[src/rtl/lsu_pkg.sv]
// lsu_pkg -- shared definitions for the load/store unit.
//   * RISC-V funct3 width codes
//   * FSM state enumeration
//   * st_merge(): folds a sub-word store into a read-back memory word
package lsu_pkg;

    localparam logic [2:0] F3_B  = 3'b000;
    localparam logic [2:0] F3_H  = 3'b001;
    localparam logic [2:0] F3_W  = 3'b010;
    localparam logic [2:0] F3_BU = 3'b100;
    localparam logic [2:0] F3_HU = 3'b101;

    typedef enum logic [2:0] {
        S_IDLE,
        S_READ,
        S_MERGE,
        S_WRITE,
        S_RESP
    } lsu_state_e;

    // Replace the addressed byte/half of 'word' with the low bits of 'wdata'.
    // Lanes are little-endian: lane 0 is bits 7:0.
    function automatic logic [31:0] st_merge(input logic [31:0] word,
                                             input logic [31:0] wdata,
                                             input logic [2:0]  f3,
                                             input logic [1:0]  off);
        logic [31:0] r;
        r = word;
        if (f3 == F3_H)
            r[{off[1], 4'b0000} +: 16] = wdata[15:0];
        else
            r[{off, 3'b000} +: 8] = wdata[7:0];
        return r;
    endfunction

endpackage

[src/rtl/lsu_if.sv]
// lsu_if -- request/response bus between a requester and load_store_unit.
//   req_valid/req_ready handshake, req_we (1=store), req_funct3 width code,
//   req_addr byte address, req_wdata right-justified store data;
//   rsp_valid one-cycle completion pulse, rsp_rdata extended load data,
//   rsp_err rejected request.
// Modports: master = requester, slave = load_store_unit.
interface lsu_if #(parameter int ADDR_W = 8);

    logic              req_valid;
    logic              req_ready;
    logic              req_we;
    logic [2:0]        req_funct3;
    logic [ADDR_W+1:0] req_addr;
    logic [31:0]       req_wdata;
    logic              rsp_valid;
    logic [31:0]       rsp_rdata;
    logic              rsp_err;

    modport master (
        output req_valid, req_we, req_funct3, req_addr, req_wdata,
        input  req_ready, rsp_valid, rsp_rdata, rsp_err
    );

    modport slave (
        input  req_valid, req_we, req_funct3, req_addr, req_wdata,
        output req_ready, rsp_valid, rsp_rdata, rsp_err
    );

endinterface

[src/rtl/lsu_ld_align.sv]
// lsu_ld_align -- combinational load lane select and extension.
//   i_word   : 32-bit memory word
//   i_funct3 : width code (B/H sign-extend, BU/HU zero-extend, W unchanged)
//   i_off    : byte offset; byte lane = i_off, half lane = i_off[1]
//   o_data   : right-justified extended load data
module lsu_ld_align
    import lsu_pkg::*;
(
    input  logic [31:0] i_word,
    input  logic [2:0]  i_funct3,
    input  logic [1:0]  i_off,
    output logic [31:0] o_data
);

    logic [7:0]  w_byte;
    logic [15:0] w_half;

    always_comb begin
        w_byte = i_word[{i_off, 3'b000} +: 8];
        w_half = i_off[1] ? i_word[31:16] : i_word[15:0];
        o_data = i_word;
        case (i_funct3)
            F3_B:    o_data = {{24{w_byte[7]}}, w_byte};
            F3_H:    o_data = {{16{w_half[15]}}, w_half};
            F3_BU:   o_data = {24'h0, w_byte};
            F3_HU:   o_data = {16'h0, w_half};
            default: o_data = i_word;
        endcase
    end

endmodule

[src/rtl/load_store_unit.sv]
// load_store_unit -- sequences byte/half/word loads and stores onto a
// single-port synchronous word memory (read data one edge after address).
//   i_clk, i_rst    : clock, asynchronous active-high reset
//   bus (lsu_if)    : request/response handshake (slave side)
//   o_mem_addr      : word address, o_mem_data : write word,
//   o_mem_mw        : write enable, i_mem_q : read word
// Sub-word stores are read-modify-write. Define LSU_ALIGN_CHECK_EN to reject
// misaligned H/HU/W accesses; otherwise the misaligned low bits are cleared.
module load_store_unit
    import lsu_pkg::*;
#(
    parameter int ADDR_W = 8
) (
    input  logic              i_clk,
    input  logic              i_rst,
    lsu_if.slave              bus,
    output logic [ADDR_W-1:0] o_mem_addr,
    output logic [31:0]       o_mem_data,
    output logic              o_mem_mw,
    input  logic [31:0]       i_mem_q
);

    lsu_state_e        r_state, w_next;
    logic              r_we, r_err;
    logic [2:0]        r_f3;
    logic [1:0]        r_off;
    logic [ADDR_W-1:0] r_mem_addr;
    logic [31:0]       r_mem_data;
    logic              r_rsp_valid, r_rsp_err;
    logic [31:0]       r_rdata;

    logic [2:0]        w_f3;
    logic              w_bad_code, w_misalign, w_err;
    logic [1:0]        w_off;
    logic [31:0]       w_ld_data;

    // ---------------- request decode (used only on the accept edge)
    always_comb begin
        w_f3       = bus.req_funct3;
        // Unsigned widths are load-only.
        w_bad_code = (w_f3 == 3'b011) || (w_f3 == 3'b110) || (w_f3 == 3'b111) ||
                     (bus.req_we && w_f3[2]);
`ifdef LSU_ALIGN_CHECK_EN
        w_misalign = (((w_f3 == F3_H) || (w_f3 == F3_HU)) && bus.req_addr[0]) ||
                     ((w_f3 == F3_W) && (bus.req_addr[1:0] != 2'b00));
        w_off      = bus.req_addr[1:0];
`else
        w_misalign = 1'b0;
        w_off      = bus.req_addr[1:0];
        if ((w_f3 == F3_H) || (w_f3 == F3_HU)) w_off[0] = 1'b0;
        if (w_f3 == F3_W)                      w_off    = 2'b00;
`endif
        w_err      = w_bad_code || w_misalign;
    end

    // ---------------- FSM
    always_ff @(posedge i_clk or posedge i_rst) begin
        if (i_rst) r_state <= S_IDLE;
        else       r_state <= w_next;
    end

    always_comb begin
        w_next        = r_state;
        bus.req_ready = 1'b0;
        o_mem_mw      = 1'b0;
        case (r_state)
            S_IDLE: begin
                bus.req_ready = !i_rst;
                if (bus.req_valid) begin
                    if (w_err)                                w_next = S_RESP;
                    else if (bus.req_we && (w_f3 == F3_W))    w_next = S_WRITE;
                    else                                      w_next = S_READ;
                end
            end
            S_READ:  w_next = r_we ? S_MERGE : S_RESP;
            S_MERGE: w_next = S_WRITE;
            S_WRITE: begin
                // Decoded from state so reset removes it without waiting for an edge.
                o_mem_mw = 1'b1;
                w_next   = S_RESP;
            end
            S_RESP:  w_next = S_IDLE;
            default: w_next = S_IDLE;
        endcase
    end

    // ---------------- datapath
    // Stores and errors carry no data, so their pulse is issued while in RESP.
    // Loads pulse on leaving RESP, once MEM_Q has been captured and extended.
    always_ff @(posedge i_clk or posedge i_rst) begin
        if (i_rst) begin
            r_we        <= 1'b0;
            r_err       <= 1'b0;
            r_f3        <= 3'b000;
            r_off       <= 2'b00;
            r_mem_addr  <= '0;
            r_mem_data  <= '0;
            r_rsp_valid <= 1'b0;
            r_rsp_err   <= 1'b0;
            r_rdata     <= '0;
        end else begin
            r_rsp_valid <= 1'b0;
            r_rsp_err   <= 1'b0;
            case (r_state)
                S_IDLE: if (bus.req_valid) begin
                    r_we  <= bus.req_we;
                    r_f3  <= w_f3;
                    r_off <= w_off;
                    r_err <= w_err;
                    if (w_err) begin
                        r_rsp_valid <= 1'b1;
                        r_rsp_err   <= 1'b1;
                        r_rdata     <= '0;
                    end else begin
                        r_mem_addr <= bus.req_addr[ADDR_W+1:2];
                        // Sub-word stores keep the store data here until MERGE.
                        r_mem_data <= bus.req_wdata;
                    end
                end
                S_MERGE: r_mem_data <= st_merge(i_mem_q, r_mem_data, r_f3, r_off);
                S_WRITE: begin
                    r_rsp_valid <= 1'b1;
                    r_rdata     <= '0;
                end
                S_RESP: if (!r_we && !r_err) begin
                    r_rsp_valid <= 1'b1;
                    r_rdata     <= w_ld_data;
                end
                default: ;
            endcase
        end
    end

    lsu_ld_align u_ld_align (
        .i_word   (i_mem_q),
        .i_funct3 (r_f3),
        .i_off    (r_off),
        .o_data   (w_ld_data)
    );

    assign o_mem_addr    = r_mem_addr;
    assign o_mem_data    = r_mem_data;
    assign bus.rsp_valid = r_rsp_valid;
    assign bus.rsp_err   = r_rsp_err;
    assign bus.rsp_rdata = r_rdata;

endmodule

[src/flat_wrapper.sv]
// flat-port wrapper written by rule: the top's interface ports become plain ports
module load_store_unit_flat import lsu_pkg::*;
#(
    parameter int ADDR_W = 8
)
  (i_clk, i_rst, o_mem_addr, o_mem_data, o_mem_mw, i_mem_q, bus_req_valid, bus_req_we, bus_req_funct3, bus_req_addr, bus_req_wdata, bus_req_ready, bus_rsp_valid, bus_rsp_rdata, bus_rsp_err);
  lsu_if #(.ADDR_W(ADDR_W)) bus_i ();
  input  logic i_clk;
  input  logic i_rst;
  output logic [ADDR_W-1:0] o_mem_addr;
  output logic [31:0] o_mem_data;
  output logic o_mem_mw;
  input  logic [31:0] i_mem_q;
  input wire logic [$bits(bus_i.req_valid)-1:0] bus_req_valid;
  input wire logic [$bits(bus_i.req_we)-1:0] bus_req_we;
  input wire logic [$bits(bus_i.req_funct3)-1:0] bus_req_funct3;
  input wire logic [$bits(bus_i.req_addr)-1:0] bus_req_addr;
  input wire logic [$bits(bus_i.req_wdata)-1:0] bus_req_wdata;
  output wire logic [$bits(bus_i.req_ready)-1:0] bus_req_ready;
  output wire logic [$bits(bus_i.rsp_valid)-1:0] bus_rsp_valid;
  output wire logic [$bits(bus_i.rsp_rdata)-1:0] bus_rsp_rdata;
  output wire logic [$bits(bus_i.rsp_err)-1:0] bus_rsp_err;
  assign bus_i.req_valid = bus_req_valid;
  assign bus_i.req_we = bus_req_we;
  assign bus_i.req_funct3 = bus_req_funct3;
  assign bus_i.req_addr = bus_req_addr;
  assign bus_i.req_wdata = bus_req_wdata;
  assign bus_req_ready = bus_i.req_ready;
  assign bus_rsp_valid = bus_i.rsp_valid;
  assign bus_rsp_rdata = bus_i.rsp_rdata;
  assign bus_rsp_err = bus_i.rsp_err;
  load_store_unit #(.ADDR_W(ADDR_W)) u_core (.i_clk(i_clk), .i_rst(i_rst), .bus(bus_i), .o_mem_addr(o_mem_addr), .o_mem_data(o_mem_data), .o_mem_mw(o_mem_mw), .i_mem_q(i_mem_q));
endmodule
[config.mk]
export PLATFORM = sky130hd
export DESIGN_NAME = load_store_unit_flat
export DESIGN_NICKNAME = d
export VERILOG_FILES = /design/src/rtl/lsu_pkg.sv /design/src/rtl/lsu_if.sv /design/src/rtl/lsu_ld_align.sv /design/src/rtl/load_store_unit.sv /design/src/flat_wrapper.sv
export SDC_FILE = /design/constraint.sdc
export NUM_CORES = 1
export LEC_CHECK = 0
export CORE_UTILIZATION = 42
export DETAILED_ROUTE_END_ITERATION = 8
export PLACE_DENSITY = 0.87
export SYNTH_ARGS = -nofsm -noshare
export SYNTH_HDL_FRONTEND = slang
export SYNTH_SLANG_ARGS = --single-unit
[constraint.sdc]
create_clock -name i_clk -period 2.2 [get_ports i_clk]
set_input_delay 0.22 -clock i_clk [delete_from_list [all_inputs] [get_ports i_clk]]
set_output_delay 0.22 -clock i_clk [all_outputs]
set_load 0.02 [all_outputs]
* Word level (Yosys, flattened, before mapping)
Cells that the tools add are included.
** Word-level totals
- Output and inout port bits :: 76
- Logic and storage cells :: 79
- Register bits :: 84
** Cells by class
- Bitwise gates (word level) :: 1
- Add/sub/neg operators :: 2
- Multiplexer cells :: 26
- Reduce and logical (&&, ||, !) cells :: 18
- Eq/ne operators :: 17
- Shift operators :: 5
** Operators by type and width (count)
- two-way mux 32 bit :: 6
- case mux 32 bit (4 select lines) :: 1
- case mux 32 bit (3 select lines) :: 1
- bitwise mux 32 bit :: 2
- case mux 32 bit (2 select lines) :: 1
- variable shift 16 x 7 -> 32 bit (first input constant) :: 1
- variable shift 8 x 7 -> 32 bit (first input constant) :: 1
- variable part select 16 x 7 -> 32 bit :: 1
- variable part select 32 x 6 -> 8 bit :: 1
- variable part select 8 x 7 -> 32 bit :: 1
- equality test 3 bit (second input constant) :: 6
- two-way mux 16 bit :: 1
- negator 5 -> 7 bit :: 2
- equality test 3 x 2 -> 1 bit (second input constant) :: 4
- case mux 3 bit (4 select lines) :: 1
- equality test 3 x 1 -> 1 bit (second input constant) :: 3
- two-way mux 3 bit :: 3
- two-way mux 1 bit :: 7
- logical NOT 3 bit :: 2
- AND reduction 3 bit :: 2
- logical OR 1 bit :: 4
- two-way mux 2 bit :: 2
- inequality test 2 x 1 -> 1 bit (second input constant) :: 2
- inequality test 2 bit (second input constant) :: 2
- other kinds (8) :: 12

* Logic depth before layout (Yosys ltp)
- Depth after elaboration :: 7
- Mapped depth :: 10

* Hierarchy
Synthesis repeated with hierarchy kept, for this count alone.
** Unflattened totals
- Cell total of the unflattened synthesis :: 479
- Area, all modules :: 4760.8 µm²
** By module, submodules not included
- load_store_unit :: times used 1, area each 4000.1 µm², cells each 361, seq. area each 2102.0 µm²
- lsu_ld_align :: times used 1, area each 760.7 µm², cells each 118, seq. area each 0.0 µm²

* Least setup slack after synthesis
Ideal clock, no wire load.
- Path type :: flip-flop to flip-flop
- From :: register u_core.r_off[1]
- To :: register u_core.r_mem_data[8] (netlist: u_core.o_mem_data[8])
- Data arrival time :: 2.078 ns
- Clock period less this slack :: 2.216 ns
- Slack :: -0.016 ns
- Data required time :: 2.062 ns
- Library setup time :: 0.138 ns
- Stages on the path, launching flop included :: 11
- Cells stage by stage :: dfrtp_1 clkbuf_1 buf_2 inv_1 ha_1 buf_2 clkbuf_1 mux2i_1 a211oi_1 a31oi_1 o211ai_1
** Between the ends
- Word-level cells in the longest chain between the ends :: 5
- Elaborated cells on any way between the ends :: 10
- Classes of those cells :: add/sub (2); shift (4); mux (4)
** RTL lines
- start, declared :: RTL line load_store_unit.sv:26 : logic [1:0] r_off;
- start signal, assigned :: RTL line load_store_unit.sv:108 : r_off <= w_off;
- negator 5 -> 7 bit (on tied branches) :: RTL line lsu_pkg.sv:30, lsu_pkg.sv:32
- variable part select 16 x 7 -> 32 bit, or another cell as far along :: RTL line lsu_pkg.sv:30 : r[{off[1], 4'b0000} +: 16] = wdata[15:0];
- bitwise mux 32 bit (on tied branches) :: RTL line lsu_pkg.sv:30, lsu_pkg.sv:32
- two-way mux 32 bit (*) :: RTL line lsu_pkg.sv:29 : if (f3 == F3_H)
- case mux 32 bit (2 select lines) (*) :: RTL line load_store_unit.sv:104 : case (r_state)
- end signal, assigned :: RTL line load_store_unit.sv:117 : r_mem_data <= bus.req_wdata;
- end signal, assigned :: RTL line load_store_unit.sv:120 : S_MERGE: r_mem_data <= st_merge(i_mem_q, r_mem_data, r_f3, r_off);
- end, declared :: RTL line load_store_unit.sv:28 : logic [31:0] r_mem_data;
Every way passes the cells marked *; elsewhere a longest branch is shown, timed or not.
A chain may end at the register's enable or synchronous reset.

* Worst setup path in the final report
- From :: register u_core.r_state[0]
- To :: register u_core.r_mem_data[6] (netlist: u_core.o_mem_data[6])
** Between the ends
- Word-level cells in the longest chain between the ends :: 3
- Elaborated cells on any way between the ends :: 7
- Classes of those cells :: eq/ne (3); mux (1); reduce/logical (3)
** RTL lines
- start, declared :: RTL line load_store_unit.sv:23 : lsu_state_e r_state, w_next;
- start signal, assigned :: RTL line load_store_unit.sv:59 : else r_state <= w_next;
- logical NOT 3 bit / equality test 3 x 2 -> 1 bit (equally long branches) :: RTL line load_store_unit.sv:104
- inequality test 2 bit (no line) / nonzero test 2 bit (equally long branches)
- AND reduction 3 bit (no line)
Several ways; a longest one is shown, not always the timed one.

==> summary.md <==
| Metric | Value |
|---|---|
| Largest net degree at the start of global routing | 85 |
| Worst ir drop on vdd | between 0.6 and 0.7 mV |
| # IOs | between 150 and 200 |
| Critical Path RT | ~2.5 ns |
| Ys Warns | 0 |
| Logic pwr share | slightly below 60% |
| Synth top area cells | dfrtp_1 45%, mux2_2 5.5%, nand2_1 3.5%, a221o_1 3.4%, a22oi_1 2.9% |
| CTS tree | done |
| CP arrival | ~2.4 ns |
| Synth Register Bits | 84 |
| Non-Filler Instances | 762 |
| Pleak | roughly 2.8 nW |
| Tmin final | 2.057 ns |
| Family with the most delay on the worst path | compound AO/OA/AOI/OAI gates |
| Worst hold slack | around 0.38 ns |
| Layout cells sized above 1 | 14.47% |
| Synthesized area | ~4700 um^2 |
| Die width | around 110 um |
| Synth unique cells | 58 |
| DRT iter0 DRCs | 330 |
| Setup_tns | 0 ns |
| Sequential area share after synthesis | ~45% |
| Port bufs | roughly 160 |
| Antenna Violating Nets Remaining | 0 |
| # setup viols final | 0 |
| Final RePlAce weighted congestion | between 0.9 and 1 |
| RSZ-0062 raised after global routing | false |
| Syn Nets | 534 |
| Die area | 11620 um^2 |
| # DRC | 0 |
| Relative slew slack | between 60% and 70% |
| First-pass iteration count of the detailed router | 7 |
| Detailed-route via count | ~4700 |
| Int Power | 5.496 mW |
| Crit path largest cell delay | ~0.59 ns |
| Synth cell count leaders | 84 x dfrtp_1, 44 x nand2_1, 23 x mux2_2, 21 x inv_1, 18 x a22oi_1 |
| Slew @ Worst Pin | 0.5739 ns |
| CP bufs+invs | 0 |
| Fmax | approximately 490 MHz |
| Clock tree buffer depth | 2 |
| Clk pwr share | approximately an eighth |
| Crit Path Category | reg2reg |
| Nets@finish | ~700 |
| Antenna violations before repair | 0 |
| Max H-tree Level | 3 |
| Tcrit/Tclk final | between 90% and 100% |
| Area grow syn2layout | 44.44% |
| Average routed wire per standard cell | about 21 um |
| DPL Wire Length | between 10 and 15 mm |
| Crit-path slowest cell | or3b_1 |
| CP endpoint kind | register |
| GRT Resource Usage Total | 28.36% |
| Die Ht | about 110 um |
| Diode count | 0 |
| Number of flops mapped to enable cells by yosys | 0 |
| Clock sinks | between 80 and 90 |
| PwrDens | 1417 nW/um^2 |
| Outcome | finished clean |
| Ys flop type | dfrtp_1 |
| Placed cell count | 746 |
| Total design power | around 9.6 mW |
| Sw Ratio | between 40 and 50% |
| Number of global-route vias before repair | between 4000 and 5000 |
| Count leader, synth | dfrtp_1 |
| Crit path cell chain | or3b_1, a211oi_2, a22o_1, mux2_1 |
| Cells after Synth | about 450 |
| Max-Cap Viols | 0 |
| Initial Utilization | a little over two fifths |
| CP Max Fanout | 10 |
| Clock slew at reported path FFs | around 0.09 ns |
| Switching Power | a little over 4 mW |
| Sequential share of power | between 20% and 30% |
| Post-synth ARST share | between 90% and 100% |
| Grt ovf | 0 |
| Synthesized area per cell | between 10 and 15 um^2 |
| Hold Path Class | in2async |
| Final Hold Vio Count | 0 |
| CORE AREA | roughly 11000 um^2 |
| Vias/cell | slightly above 6 |
| Root Buffer | clkbuf_8 |
| Critical path launch point type | register |
| Setup Skew | 0.01307 ns |
| Standard-cell rows | 38 |
| Yosys top cell area share | between 40% and 50% |
| CTS buffer count | 9 |
| Clock Latency Late Sink | 0.37 ns |
| Slew Viols, Final | 0 |
| Total Wirelength | between 15 and 20 mm |
| Leading area contributor after synthesis | dfrtp_1 |
| First-pass GRT wire length | 24.66 mm |
==> timing repair <==
| action | CTS | global route |
|---|---|---|
| cloned | 0 | 0 |
| gates resized for setup | 2 | 1 |
| hold buffers | 0 | 0 |
| setup buffers | 0 | 0 |
| setup endpoints to repair | 2 | 2 |
==> through the flow <==
step / worst slack [ns] / util, % / cell area [um^2]
floorplan: 0.06483 / - / 4705
global placement: 0.2228 / 60.48 / 6585
detailed placement: 0.1478 / 60.48 / 6585
CTS: 0.1166 / 62.33 / 6787
global route: 0.05994 / 62.34 / 6788
finish: 0.1427 / 62.34 / 6788
==> layer usage <==
metal,wire length (um),GRT usage [%],part of all wire (%),vias up
met5,0,0,0,-
li1,-,-,-,2053
met2,7467,45.33,47,267
met1,6215,36.43,39,2285
met4,610,13.41,3.8,0
met3,1585,6.174,10,51
==> power groups by stage <==
stage	logic, mW	clock network [mW]	registers [mW]
6_report	5.63	1.15	2.84
5_1_grt	6.03	1.23	2.92
4_1_cts	5.61	1.17	2.82
3_5_place_dp	5.59	0	2.84
3_3_place_gp	5.44	0	2.80
2_1_floorplan	2.71	0	3.36
==> state kept, by name (all words and copies together), names as in the netlist <==
register and flops:
u_core.r_f3 3, u_core.o_mem_addr 8, u_core.o_mem_data 32, u_core.r_off 2
u_core.r_state 3, u_core.r_we 1, u_core.bus.rsp_err 1, u_core.bus.rsp_valid 1
u_core.bus.rsp_rdata 32, u_core.r_err 1
==> cell type report <==
type | count | area [um^2]
Sequential cell | 84 | 2103
Clock inverter | 3 | 45.04
Multi-Input combinational cell | 307 | 2341
Clock buffer | 13 | 158.9
Inverter | 21 | 82.58
Fill cell | 869 | 4100
Timing Repair Buffer | 194 | 1882
Tap cell | 140 | 175.2
==> worst min-delay path, stage by stage <==
cell and delay [ns]:
clkdlybuf4s50_1 0.47, clkinvlp_4 0.11, buf_12 0.37
==> path summary, 6_finish.rpt <==
| path | start | endpoint | slack [ns] | cells past startpoint |
|---|---|---|---|---|
| max in group asynchronous | i_rst | u_core.r_off[1]$_DFFE_PP0P_ | 1.46 | 3 |
| min in group i_clk | bus_req_wdata[15] | u_core.o_mem_data[15]$_DFFE_PP0P_ | 0.45 | 3 |
| max reg2reg | u_core.r_state[0]$_DFFE_PP0N_ | u_core.o_mem_data[6]$_DFFE_PP0P_ | 0.14 | 4 |
| max | u_core.r_state[0]$_DFFE_PP0N_ | u_core.o_mem_data[6]$_DFFE_PP0P_ | 0.14 | 4 |
| min reg2reg | u_core.bus.rsp_rdata[1]$_DFFE_PP0P_ | u_core.bus.rsp_rdata[1]$_DFFE_PP0P_ | 0.51 | 1 |
| min | i_rst | u_core.o_mem_data[17]$_DFFE_PP0P_ | 0.38 | 3 |
==> cell families after synthesis <==
| logic type | Yosys count | synth area share (%) |
|---|---|---|
| compound gates | 161 | 27.10 |
| fa+ha+maj | 5 | 1.331 |
| buf+inv | 57 | 5.618 |
| flops | 84 | 44.73 |
| mux | 40 | 9.585 |
| simple gates | 101 | 11.64 |
==> layout by cell type (no fill, tap or decap), types with 4 or more instances in the layout <==
master           synthesis  final
clkbuf_8                 0     11
o21a_1                   4      4
mux2i_1                  9      9
nor3b_1                  5      5
o22a_1                   4      4
mux2_2                  23     23
nand3_1                  4      4
o211ai_1                12     12
a211oi_1                17     17
a22o_1                  10     10
a211o_1                  5      5
a22oi_1                 18     18
a21o_1                   4      4
o32ai_1                  6      6
a21oi_1                 11     11
a221o_1                 16     16
o221ai_1                 8      8
mux2_1                   7      7
a31oi_1                 12     12
ha_1                     5      5
nor2_1                  13     13
dfrtp_1                 84     83
a32o_1                   9      9
nand2b_1                11     11
o21ai_0                 11     11
inv_1                   21     20
clkdlybuf4s50_1          0    154
buf_4                    3     35
nand2_1                 44     44
(Power assumes the default switching activity.)
